<file path="src/rtl/tdc_readout_mux_pkg.sv">
// tdc_readout_mux_pkg: word layout shared by tdc_readout_mux and its arbiter.
// TDC_COARSE_TS_EN (undefined by default) enables the coarse timestamp field.
package tdc_readout_mux_pkg;
    localparam int WORD_W = 32;
    localparam int CH_W_DEF = 4;
    localparam int TDC_W_DEF = 20;
`ifdef TDC_COARSE_TS_EN
    localparam bit TS_EN = 1'b1;
`else
    localparam bit TS_EN = 1'b0;
`endif
    function automatic int ts_w(input int ch_w, input int tdc_w);
        return WORD_W - ch_w - tdc_w;
    endfunction
    function automatic int tdc_off();
        return 0;
    endfunction
    function automatic int ts_off(input int tdc_w);
        return tdc_w;
    endfunction
    function automatic int ch_off(input int ch_w);
        return WORD_W - ch_w;
    endfunction
    function automatic int rr_index(input int base, input int off, input int n);
        return (base + off) % n;
    endfunction
endpackage

</file>
<file path="src/rtl/tdc_readout_mux_arbiter.sv">
// rr_arbiter: combinational search for the first request at or after ptr, with wrap.
module rr_arbiter
    import tdc_readout_mux_pkg::*;
#(
    parameter int N_CH = 4,
    localparam int PW = N_CH > 1 ? $clog2(N_CH) : 1
) (
    input  logic [N_CH-1:0] req,
    input  logic            en,
    input  logic [PW-1:0]   ptr,
    output logic [N_CH-1:0] gnt,
    output logic [PW-1:0]   idx,
    output logic            vld
);
    always_comb begin
        gnt = '0;
        idx = '0;
        vld = 1'b0;
        for (int i = 0; i < N_CH; i++) begin
            if (en && !vld && req[rr_index(int'(ptr), i, N_CH)]) begin
                vld = 1'b1;
                idx = PW'(rr_index(int'(ptr), i, N_CH));
                gnt[rr_index(int'(ptr), i, N_CH)] = 1'b1;
            end
        end
    end
endmodule

</file>
<file path="src/rtl/tdc_readout_mux.sv">
// tdc_readout_mux: round-robin readout of N_CH TDC channels into tagged 32-bit FIFO words.
// Define TDC_COARSE_TS_EN to stamp each word with a free-running coarse timestamp.
module tdc_readout_mux
    import tdc_readout_mux_pkg::*;
#(
    parameter int N_CH = 4,
    parameter int TDC_W = TDC_W_DEF,
    parameter int CH_W = CH_W_DEF,
    parameter int DROP_W = 16
) (
    input  logic                  iClk,
    input  logic                  iRst,
    input  logic [N_CH*TDC_W-1:0] iTdc,
    input  logic [N_CH-1:0]       iDone,
    input  logic                  iAlmostFull,
    input  logic                  iWriteErr,
    input  logic                  iReadErr,
    input  logic                  iClearErr,
    output logic                  oWriteEN,
    output logic [WORD_W-1:0]     oWord,
    output logic [DROP_W-1:0]     oDropCnt,
    output logic                  oWriteERR,
    output logic                  oReadERR
);
    localparam int TS_W = ts_w(CH_W, TDC_W);
    localparam int PW = N_CH > 1 ? $clog2(N_CH) : 1;

    logic [N_CH-1:0]  pend, gnt, cap, drop;
    logic [PW-1:0]    ptr, g_idx, next_ptr;
    logic             g_vld;
    logic [TDC_W-1:0] data [N_CH];
    logic [TS_W-1:0]  ts_field;
    logic [DROP_W+4:0] drop_sum;

    rr_arbiter #(.N_CH(N_CH)) u_arb (
        .req(pend),
        .en(!iAlmostFull),
        .ptr(ptr),
        .gnt(gnt),
        .idx(g_idx),
        .vld(g_vld)
    );

    // A slot being granted this cycle is free again, so it may recapture.
    assign cap = iDone & (~pend | gnt);
    assign drop = iDone & pend & ~gnt;
    assign next_ptr = (g_idx == PW'(N_CH - 1)) ? '0 : g_idx + 1'b1;

    always_comb begin
        drop_sum = {5'd0, oDropCnt};
        for (int k = 0; k < N_CH; k++) drop_sum += (DROP_W + 5)'(drop[k]);
    end

    always_ff @(posedge iClk) begin
        for (int k = 0; k < N_CH; k++)
            if (cap[k]) data[k] <= iTdc[k*TDC_W +: TDC_W];
    end

`ifdef TDC_COARSE_TS_EN
    logic [TS_W-1:0] ts_cnt;
    logic [TS_W-1:0] ts_q [N_CH];
    always_ff @(posedge iClk or posedge iRst) begin
        if (iRst) ts_cnt <= '0;
        else ts_cnt <= ts_cnt + 1'b1;
    end
    always_ff @(posedge iClk) begin
        for (int k = 0; k < N_CH; k++)
            if (cap[k]) ts_q[k] <= ts_cnt;
    end
    assign ts_field = TS_EN ? ts_q[g_idx] : '0;
`else
    assign ts_field = '0;
`endif

    always_ff @(posedge iClk or posedge iRst) begin
        if (iRst) begin
            pend <= '0;
            ptr <= '0;
            oWriteEN <= 1'b0;
            oWord <= '0;
            oDropCnt <= '0;
            oWriteERR <= 1'b0;
            oReadERR <= 1'b0;
        end else begin
            pend <= cap | (pend & ~gnt);
            oWriteEN <= g_vld;
            if (g_vld) begin
                ptr <= next_ptr;
                oWord <= {CH_W'(g_idx), ts_field, data[g_idx]};
            end
            oDropCnt <= iClearErr ? '0 : (|drop_sum[DROP_W+4:DROP_W]) ? '1 : drop_sum[DROP_W-1:0];
            oWriteERR <= iWriteErr | (oWriteERR & ~iClearErr);
            oReadERR <= iReadErr | (oReadERR & ~iClearErr);
        end
    end
endmodule

</file>
<file path="config.mk">
export PLATFORM = sky130hd
export DESIGN_NAME = tdc_readout_mux
export DESIGN_NICKNAME = d
export VERILOG_FILES = /design/src/rtl/tdc_readout_mux_pkg.sv /design/src/rtl/tdc_readout_mux_arbiter.sv /design/src/rtl/tdc_readout_mux.sv
export SDC_FILE = /design/constraint.sdc
export NUM_CORES = 1
export LEC_CHECK = 0
export ABC_AREA = 1
export CELL_PAD_IN_SITES_DETAIL_PLACEMENT = 1
export CELL_PAD_IN_SITES_GLOBAL_PLACEMENT = 2
export CORE_AREA = 5 5 142 144
export CTS_CLUSTER_SIZE = 30
export DETAILED_ROUTE_END_ITERATION = 8
export DIE_AREA = 0 0 147 149
export MAX_ROUTING_LAYER = met4
export PLACE_DENSITY_LB_ADDON = 0.1
export SETUP_SLACK_MARGIN = 0.02
export SLEW_MARGIN = 25
export SYNTH_ARGS = -nofsm -noshare
export SYNTH_HDL_FRONTEND = slang
export SYNTH_SLANG_ARGS = --single-unit
</file>
<file path="constraint.sdc">
create_clock -name iClk -period 7.55 [get_ports iClk]
set_input_delay 0.755 -clock iClk [delete_from_list [all_inputs] [get_ports iClk]]
set_output_delay 0.755 -clock iClk [all_outputs]
set_load 0.02 [all_outputs]
</file>
==> flow_metrics.py <==
metrics = {
    "synthesis": {
        "post_synth_num_cell_types": 36,
        "synthCells": 648,
        "postSynthAreaPerCell_um2": 9.363,
        "synth-main-ff-cell": "edfxtp_1",
        "ys_warn_count": 0,
        "synth_edf_count": 80,
        "ys_async_sr_fraction": 0.3701,
        "ys_seq_area_frac": 0.5898,
        "ys_ff_latch": 127,
        "synth_area_um2": 6067,
    },
    "die": {
        "start_util": 0.3265,
        "fp.dieH_um": 149,
        "die_w_um": 147,
        "rows": 50,
        "die_area_um2": 21900,
        "core-area_um2": 18580,
        "io-pin-count": 141,
    },
    "power": {
        "power_leakage_nw": 3.668,
        "powerDensity_nw_per_um2": 442.5,
        "ir_drop_mv": 0.1919,
    },
    "cts": {
        "post_cts_buffers": 0,
        "cts_buffer_depth": 2,
        "cts_tree": "done",
        "clk_latency_ps": 410,
        "path_clk_slew_ps": 60,
        "cts_sinks": 127,
        "cts_hold_buf": 0,
        "root_buffer": "clkbuf_16",
        "numCtsBuffers": 17,
        "htree_levels": 4,
        "cts_resized": 0,
    },
    "detailed_routing": {
        "dr.pass1.iters": 4,
        "drtIter0Drc": 204,
        "num_vias": 4771,
        "viasPerCell": 4.659,
        "wl_per_cell_um": 17.41,
        "drc": 0,
        "finalWirelength_um": 17820,
        "antenna_left": 0,
    },
    "sta": {
        "rsz0062_at_grt": "false",
        "post-route-period-util": 0.7096,
        "clock_skew_ps": 10.21,
        "drv_slew": 0,
        "fmax_mhz": 186.7,
        "setup_viol": 0,
        "worstMarginPinSlew_ps": 1006,
        "whs_ps": 476.3,
        "fin_crit_ps": 5357,
        "slew_headroom": 0.3270,
        "fin_tns_setup_ps": 0,
        "hold_viol_final": 0,
    },
    "cells_and_area": {
        "area_growth_pct": 33.37,
        "utilization": 0.4355,
        "fin_nets": 877,
        "diodes": 0,
        "final_cells": 1024,
        "n_fill_cell": 2139,
        "drive_above_1_share": 0.06709,
    },
    "worst_hold_path": {
        "hp-class": "reg2reg",
    },
    "global_routing": {
        "overflow": 0,
        "grt_start_max_net_pins": 48,
        "grt_pass1_wl_um": 27920,
        "antenna_found_initial": 0,
        "grt.total_usage": 0.1708,
        "grt_pass1_vias": 5096,
    },
    "critical_path": {
        "cp_data_arrival_time_ps": 5660,
        "crit_type": "reg2reg",
        "path_max_fanout": 12,
        "worstSetupEndpointType": "flop",
        "cp-start-kind": "flop",
        "r2r_slack_ps": 2190,
        "worstPathRequired_ps": 7850,
    },
    "outcome": {
        "status": "completed",
    },
    "placement": {
        "place.detailed.hpwl_um": 12380,
        "routabilityCongestion": 0.8199,
        "io_buffer_count": 130,
        "placed_cells": 992,
    },
    "job": {
        "maxCapViolations": 0,
    },
}
==> stage by stage <==
stage / power (mW) / setup slack (ps) / cell area [um^2]
after floorplan: 2.279 / 3009 / 6101
after global placement: 2.801 / 2403 / 7523
after detailed placement: 2.855 / 2154 / 7531
after CTS: 3.661 / 2152 / 8092
after global routing: 3.881 / 1692 / 8092
final: 3.581 / 2193 / 8092
==> layer usage <==
layer,GRT usage,part of all wire,vias to the layer above
met5,-,0,-
met4,0.04520,0.0044,0
met3,0.03981,0.040,4
met2,0.2821,0.50,122
met1,0.2129,0.45,2341
li1,-,-,2304
==> synth_stat cells, types with 2 or more instances <==
cell type / n / area [um^2]
buf_2: 13 / 65.06
clkbuf_1: 2 / 7.510
inv_2: 3 / 11.26
buf_4: 14 / 105.1
nor2_1: 17 / 63.81
o21ai_0: 7 / 35.03
nand3_1: 102 / 510.5
nand2_2: 3 / 18.77
ha_1: 7 / 87.58
xor2_1: 3 / 26.28
xnor2_1: 7 / 61.31
a21o_1: 2 / 15.01
nand4_1: 4 / 25.02
fa_1: 3 / 60.06
buf_6: 2 / 22.52
dfrtp_1: 47 / 1176
nor3_1: 4 / 20.02
edfxtp_1: 80 / 2402
a21oi_1: 12 / 60.06
nand2_1: 180 / 675.7
nand3b_1: 3 / 22.52
o211ai_1: 5 / 37.54
inv_1: 115 / 431.7
==> worst max-delay path, cell delays in order, from the launching register on <==
cell and delay, ps:
dfrtp_1 590, inv_1 210, ha_1 370, inv_1 130, nand3_1 120, nand2_1 140, inv_1 90, o21ai_4 200
nand2_1 140, nor2_1 280, a21oi_1 120, nand2_1 90, inv_1 60, nand2_1 90, fa_1 450, fa_1 370
inv_1 100, fa_1 220, nand3_1 120, nor3b_1 330, nand3_1 190, nor2_1 320, nand4_1 140, and2_1 160
o21ai_0 160, inv_1 60
==> layout by cell type, fill, tap and decap left out, types with 2 or more instances in the layout <==
cell	count
nand2_1	180
clkdlybuf4s50_1	130
inv_1	114
nand3_1	102
edfxtp_1	80
dfrtp_1	47
clkbuf_16	19
nor2_1	13
a21oi_1	12
conb_1	10
o21ai_0	7
xnor2_1	7
ha_1	7
o211ai_1	5
clkinv_2	5
nor2_2	4
nand4_1	4
nor3_1	4
clkinvlp_4	4
inv_2	3
nand2_2	3
nand3b_1	3
xor2_1	3
fa_1	3
inv_6	3
buf_4	3
nor2_4	2
a21o_1	2
==> state kept, by name, indices dropped and copies added (netlist names), named ones only <==
| register | count |
|---|---|
| data | 80 |
| oDropCnt | 16 |
| oReadERR | 1 |
| oWord | 22 |
| oWriteEN | 1 |
| oWriteERR | 1 |
| pend | 4 |
| ptr | 1 |
==> path summary, 6_finish.rpt <==
kind,start,to,cells after the start
setup / recovery,ptr[1]$_DFFE_PP0P_,oDropCnt[14]$_DFF_PP0_,25
hold / removal,oWord[14]$_DFFE_PP0P_,oWord[14]$_DFFE_PP0P_,2
setup reg to reg,ptr[1]$_DFFE_PP0P_,oDropCnt[14]$_DFF_PP0_,25
hold reg to reg,oWord[14]$_DFFE_PP0P_,oWord[14]$_DFFE_PP0P_,2
max in group asynchronous,iRst,oWord[1]$_DFFE_PP0P_,2
min in group asynchronous,iRst,oWriteERR$_DFF_PP0_,2
==> power breakdown <==
part | internal (mW) | leakage (nW) | switching (mW) | total (mW)
Sequential | 1.00 | 1.31 | 0.103 | 1.11
Combinational | 0.557 | 2.09 | 1.14 | 1.70
Clock | 0.459 | 0.269 | 0.318 | 0.777
==> cells by family (layout without fill, tap and decap cells) <==
family | count (synthesis) | after routing | share of synthesized area
compound gates | 29 | 29 | 0.03032
xor+xnor | 10 | 10 | 0.01444
fa+ha+maj | 10 | 10 | 0.02433
buf+inv | 150 | 283 | 0.1066
flops | 127 | 127 | 0.5898
other cells | 1 | 10 | 0.0006181
simple gates | 321 | 321 | 0.2339
==> cell type report <==
cell class                      count  area (um^2)  share of cell area
Timing Repair Buffer              133         1324              0.1636
Inverter                          118        445.4             0.05505
Tap cell                          234        292.8             0.03618
Clock buffer                       20        479.2             0.05922
Multi-Input combinational cell    380         1891              0.2336
Clock inverter                     12        81.33             0.01005
Sequential cell                   127         3578              0.4422
No activity file was read; power rests on OpenSTA's default activity.
